<file path="src/rtl/id_ex_hazard_stage.sv">
// ID/EX pipeline register with load-use hazard detection, bubble insertion on load-use or flush,
// global hold, and a saturating count of inserted load-use bubbles.
module id_ex_hazard_stage #(
  parameter int unsigned XLEN  = 32,
  parameter int unsigned CNT_W = 16
) (
  input  logic             clk,
  input  logic             rst,

  input  logic             id_valid_i,
  input  logic [4:0]       id_rs1_i,
  input  logic [4:0]       id_rs2_i,
  input  logic             id_uses_rs2_i,
  input  logic [4:0]       id_rd_i,
  input  logic             id_reg_write_i,
  input  logic             id_mem_read_i,
  input  logic             id_mem_write_i,
  input  logic             id_mem_to_reg_i,
  input  logic             id_alu_src_i,
  input  logic [1:0]       id_alu_op_i,
  input  logic [9:0]       id_funct_i,
  input  logic [XLEN-1:0]  id_rs1_data_i,
  input  logic [XLEN-1:0]  id_rs2_data_i,
  input  logic [XLEN-1:0]  id_imm_i,
  input  logic [XLEN-1:0]  id_pc_i,
  input  logic             flush_i,
  input  logic             hold_i,

  output logic             ex_valid_o,
  output logic [4:0]       ex_rs1_o,
  output logic [4:0]       ex_rs2_o,
  output logic             ex_uses_rs2_o,
  output logic [4:0]       ex_rd_o,
  output logic             ex_reg_write_o,
  output logic             ex_mem_read_o,
  output logic             ex_mem_write_o,
  output logic             ex_mem_to_reg_o,
  output logic             ex_alu_src_o,
  output logic [1:0]       ex_alu_op_o,
  output logic [9:0]       ex_funct_o,
  output logic [XLEN-1:0]  ex_rs1_data_o,
  output logic [XLEN-1:0]  ex_rs2_data_o,
  output logic [XLEN-1:0]  ex_imm_o,
  output logic [XLEN-1:0]  ex_pc_o,
  output logic             pc_write_o,
  output logic             if_id_write_o,
  output logic [CNT_W-1:0] stall_count_o
);

  typedef struct packed {
    logic            valid;
    logic [4:0]      rs1;
    logic [4:0]      rs2;
    logic            uses_rs2;
    logic [4:0]      rd;
    logic            reg_write;
    logic            mem_read;
    logic            mem_write;
    logic            mem_to_reg;
    logic            alu_src;
    logic [1:0]      alu_op;
    logic [9:0]      funct;
    logic [XLEN-1:0] rs1_data;
    logic [XLEN-1:0] rs2_data;
    logic [XLEN-1:0] imm;
    logic [XLEN-1:0] pc;
  } stage_t;

  stage_t            ex_q, ex_d;
  stage_t            id_stage;
  logic [CNT_W-1:0]  stall_cnt_q, stall_cnt_d;
  logic              rd_match;
  logic              load_use;
  logic              front_write;

  // Invalid ID slots enter EX with all control cleared so nothing downstream can write.
  always_comb begin
    id_stage          = '0;
    id_stage.valid    = id_valid_i;
    id_stage.rs1      = id_rs1_i;
    id_stage.rs2      = id_rs2_i;
    id_stage.uses_rs2 = id_uses_rs2_i;
    id_stage.rd       = id_rd_i;
    id_stage.funct    = id_funct_i;
    id_stage.rs1_data = id_rs1_data_i;
    id_stage.rs2_data = id_rs2_data_i;
    id_stage.imm      = id_imm_i;
    id_stage.pc       = id_pc_i;
    if (id_valid_i) begin
      id_stage.reg_write  = id_reg_write_i;
      id_stage.mem_read   = id_mem_read_i;
      id_stage.mem_write  = id_mem_write_i;
      id_stage.mem_to_reg = id_mem_to_reg_i;
      id_stage.alu_src    = id_alu_src_i;
      id_stage.alu_op     = id_alu_op_i;
    end
  end

  // Stores read Rs2 too, so they stall on a pending load since there is no MEM->MEM forward.
  always_comb begin
    rd_match = (ex_q.rd == id_rs1_i) || (id_uses_rs2_i && (ex_q.rd == id_rs2_i));
    load_use = ex_q.valid && ex_q.mem_read && (ex_q.rd != 5'd0) && id_valid_i && rd_match;
  end

  // Reset forces the front end open regardless of hold.
  assign front_write   = rst || (!(load_use && !flush_i) && !hold_i);
  assign pc_write_o    = front_write;
  assign if_id_write_o = front_write;

  always_comb begin
    ex_d        = ex_q;
    stall_cnt_d = stall_cnt_q;
    if (hold_i) begin
      ex_d        = ex_q;
      stall_cnt_d = stall_cnt_q;
    end else if (flush_i) begin
      ex_d = '0;
    end else if (load_use) begin
      ex_d = '0;
      if (stall_cnt_q != {CNT_W{1'b1}}) begin
        stall_cnt_d = stall_cnt_q + 1'b1;
      end
    end else begin
      ex_d = id_stage;
    end
  end

  always_ff @(posedge clk or posedge rst) begin
    if (rst) begin
      ex_q        <= '0;
      stall_cnt_q <= '0;
    end else begin
      ex_q        <= ex_d;
      stall_cnt_q <= stall_cnt_d;
    end
  end

  assign ex_valid_o      = ex_q.valid;
  assign ex_rs1_o        = ex_q.rs1;
  assign ex_rs2_o        = ex_q.rs2;
  assign ex_uses_rs2_o   = ex_q.uses_rs2;
  assign ex_rd_o         = ex_q.rd;
  assign ex_reg_write_o  = ex_q.reg_write;
  assign ex_mem_read_o   = ex_q.mem_read;
  assign ex_mem_write_o  = ex_q.mem_write;
  assign ex_mem_to_reg_o = ex_q.mem_to_reg;
  assign ex_alu_src_o    = ex_q.alu_src;
  assign ex_alu_op_o     = ex_q.alu_op;
  assign ex_funct_o      = ex_q.funct;
  assign ex_rs1_data_o   = ex_q.rs1_data;
  assign ex_rs2_data_o   = ex_q.rs2_data;
  assign ex_imm_o        = ex_q.imm;
  assign ex_pc_o         = ex_q.pc;
  assign stall_count_o   = stall_cnt_q;

endmodule
</file>
<file path="config.mk">
export PLATFORM = sky130hd
export DESIGN_NAME = id_ex_hazard_stage
export DESIGN_NICKNAME = d
export VERILOG_FILES = /design/src/rtl/id_ex_hazard_stage.sv
export SDC_FILE = /design/constraint.sdc
export NUM_CORES = 1
export LEC_CHECK = 0
export BUFFER_PORTS_ARGS = -buffer_cell sky130_fd_sc_hd__buf_2
export CAP_MARGIN = 20
export CORE_MARGIN = 2
export CORE_UTILIZATION = 30
export CTS_CLUSTER_DIAMETER = 100
export DETAILED_ROUTE_END_ITERATION = 8
export GPL_ROUTABILITY_DRIVEN = 0
export GPL_TIMING_DRIVEN = 0
export HOLD_SLACK_MARGIN = 0.1
export PLACE_DENSITY = 0.65
export SYNTH_ARGS = -nofsm -noshare
export SYNTH_HDL_FRONTEND = slang
export SYNTH_SLANG_ARGS = --single-unit
</file>
<file path="constraint.sdc">
create_clock -name clk -period 7.2 [get_ports clk]
set_input_delay 1.44 -clock clk [delete_from_list [all_inputs] [get_ports clk]]
set_output_delay 1.44 -clock clk [all_outputs]
set_load 0.05 [all_outputs]
</file>
==> results.yml <==
grt:
  overflow: 0
  track_usage: 0.173
  antenna_found_initial: 4
  grt_max_degree: 43
  grt_pass1_vias: 5598
  grt_pass1_wl_um: 31700
synth:
  synth_warnings: 0
  synthArstFlopShare: 1.00
  synth_area_um2: 6640
  ys_seq_elements: 178
  synthesis.nets: 630
  ys_seq_area_frac: 0.670
  synth_cells: 463
  yosys_most_used_dff: "dfrtp_1"
  synth.distinct_cells: 27
  synth_edf_count: 0
  avgSynthCellArea_um2: 14.3
finish:
  instances_no_fill: 1126
  layout_commonest_cell: "buf_2"
  final_core_util: 0.432
  layout_common_cells: "buf_2 (352), dfrtp_1 (178), a22o_1 (155)"
  syn_to_final_growth_pct: 41.5
  drive_gt1_frac: 0.478
  nets: 997
  fillers: 2075
  seqCellArea_um2: 4450
  design_area_um2: 9400
  multi_input_area_um2: 1980
setup_path:
  critPathCaptureType: "output port"
  path_cells: "buf_2 > clkbuf_1 > clkbuf_1 > clkbuf_1 > a32oi_1 > buf_4 > buf_2"
  critical-path-slowest-cell: "clkbuf_1"
  critPathLaunchType: "input pin"
  crit_arrival_ns: 3.82
  slowest_delay_ns: 0.65
  crit_required_ns: 5.76
  crit_family: "buffers and inverters"
  cp_num_buf_inv: 6
  cp_common_cell: "clkbuf_1"
  worst-setup-path-type: "input pin to output port"
  r2r-start: "ex_rd_o[0]$_DFFE_PP0N_"
  crit_path_start: "hold_i"
  crit_fanout: 10
routing:
  ant_nets: 0
  drc: 0
  routed_wl_um: 20500
  avgViaCountPerCell: 4.85
  drt_iter0_drc: 320
  vias: 5460
  firstDrtPassIters: 7
  wire_per_inst_um: 18.2
sta:
  grt_setup_unrepaired: "false"
  tns_ns: 0
  worst_pin_slew_ns: 0.872
  max-slew-margin-rel: 0.419
  period_share: 0.730
  fmax_ghz: 0.190
  setup_viol: 0
  hold_violations: 0
  slew_viol_final: 0
  finClkSkew_ns: 0.00724
  period_minus_slack_ns: 5.26
status:
  outcome: "completed"
power_and_ir_drop:
  p_per_area_nw_per_um2: 273
  power.leakage_nw: 5.07
  power_mw: 2.57
  ir_drop_v: 0.000119
placed_design:
  post-dp-hpwl_um: 15400
  dp_cells: 1091
  port-buffer-count: 344
  placed_area_um2: 8800
clock_network:
  post_cts_buffers: 0
  cts_made_buffers: 17
  path_clk_slew_ns: 0.07
  htree_levels: 4
  holdBufCountCts: 0
  root_buffer: "clkbuf_16"
  cts_resized: 0
  cts_tree: "done"
  cts_num_sinks: 178
  clkLatencyLatePin_ns: 0.42
  clock_path_buffers: 2
floorplanning:
  core_region_area_um2: 21800
  die_w_um: 153
  rows: 54
  ios: 346
  start_util: 0.305
  die-area_um2: 23400
  die_y_um: 153
flow_run:
  maxCapViolations: 0
min_path:
  hold_start: "ex_reg_write_o$_DFFE_PP0N_"
  hold_class: "flip-flop to flip-flop"
[path summary, 6_finish.rpt]
check	slack (ns)	cells past startpoint	endpoint
max in group asynchronous	5.24	4	ex_rs2_data_o[19]$_DFFE_PP0N_
min	0.48	1	ex_reg_write_o$_DFFE_PP0N_
min in group asynchronous	1.08	2	ex_alu_op_o[1]$_DFFE_PP0N_
min reg2reg	0.48	1	ex_reg_write_o$_DFFE_PP0N_
max reg2reg	4.71	6	ex_funct_o[4]$_DFFE_PP0N_
max	1.94	7	pc_write_o
[synthesized netlist by cell type, types with 3 or more instances]
library cell / instances / area (um^2)
dfrtp_1: 178 / 4450
and3_1: 6 / 37.5
nand3_1: 7 / 35.0
inv_1: 3 / 11.3
nand4_1: 12 / 75.1
a22o_1: 155 / 1360
buf_4: 10 / 75.1
a32o_1: 7 / 70.1
nand2_1: 9 / 33.8
clkbuf_1: 22 / 82.6
buf_2: 8 / 40.0
nor2_1: 4 / 15.0
nor3_1: 4 / 20.0
xnor2_1: 25 / 219
[cells by family after synthesis]
family / count (synthesis) / share of synthesized area
AOI/OAI and AO/OA: 169 / 0.224
xor gates and xnor gates: 25 / 0.0330
adders and majority gates: 1 / 0.00188
buffers and inverters: 43 / 0.0315
DFF: 178 / 0.670
muxes: 1 / 0.00169
and+or+nand+nor: 46 / 0.0373
[metal layers]
metal,global-route usage,vias to the layer above,routed length [um]
met4,0.0569,2,360
met2,0.278,244,9790
met3,0.0488,24,1470
li1,-,2514,-
met5,0,-,13
met1,0.228,2676,8880
[through the flow]
stage | setup slack, ns | hold WS [ns]
2_1_floorplan | -0.240 | 0.802
6_report | 1.94 | 0.484
3_3_place_gp | -0.761 | 0.468
3_5_place_dp | 1.85 | 0.475
4_1_cts | 1.85 | 0.491
5_1_grt | 1.67 | 0.518
[registers in the layout, indices dropped and copies added, names as in the netlist]
| name | count |
|---|---|
| ex_mem_to_reg_o | 1 |
| ex_pc_o | 32 |
| ex_uses_rs2_o | 1 |
| ex_valid_o | 1 |
| ex_rs1_o | 5 |
| ex_alu_op_o | 2 |
| ex_rs2_data_o | 32 |
| ex_rs1_data_o | 32 |
| stall_count_o | 16 |
| ex_mem_read_o | 1 |
| ex_mem_write_o | 1 |
| ex_alu_src_o | 1 |
| ex_rs2_o | 5 |
| ex_rd_o | 5 |
| ex_reg_write_o | 1 |
| ex_funct_o | 10 |
| ex_imm_o | 32 |
[final cells by class]
| class | count | share of cell area |
|---|---|---|
| Multi-Input combinational cell | 242 | 0.211 |
| Clock buffer | 17 | 0.0453 |
| Sequential cell | 178 | 0.474 |
| Buffer | 40 | 0.0210 |
| Tap cell | 280 | 0.0373 |
| Timing Repair Buffer | 348 | 0.192 |
| Antenna cell | 3 | 0.000799 |
| Inverter | 3 | 0.00160 |
| Clock inverter | 15 | 0.0176 |
[power breakdown]
part / switching (mW) / internal [mW] / total (mW)
registers: 0.0406 / 1.07 / 1.11
clock network: 0.456 / 0.467 / 0.923
logic: 0.385 / 0.150 / 0.535
(Power assumes the default switching activity.)
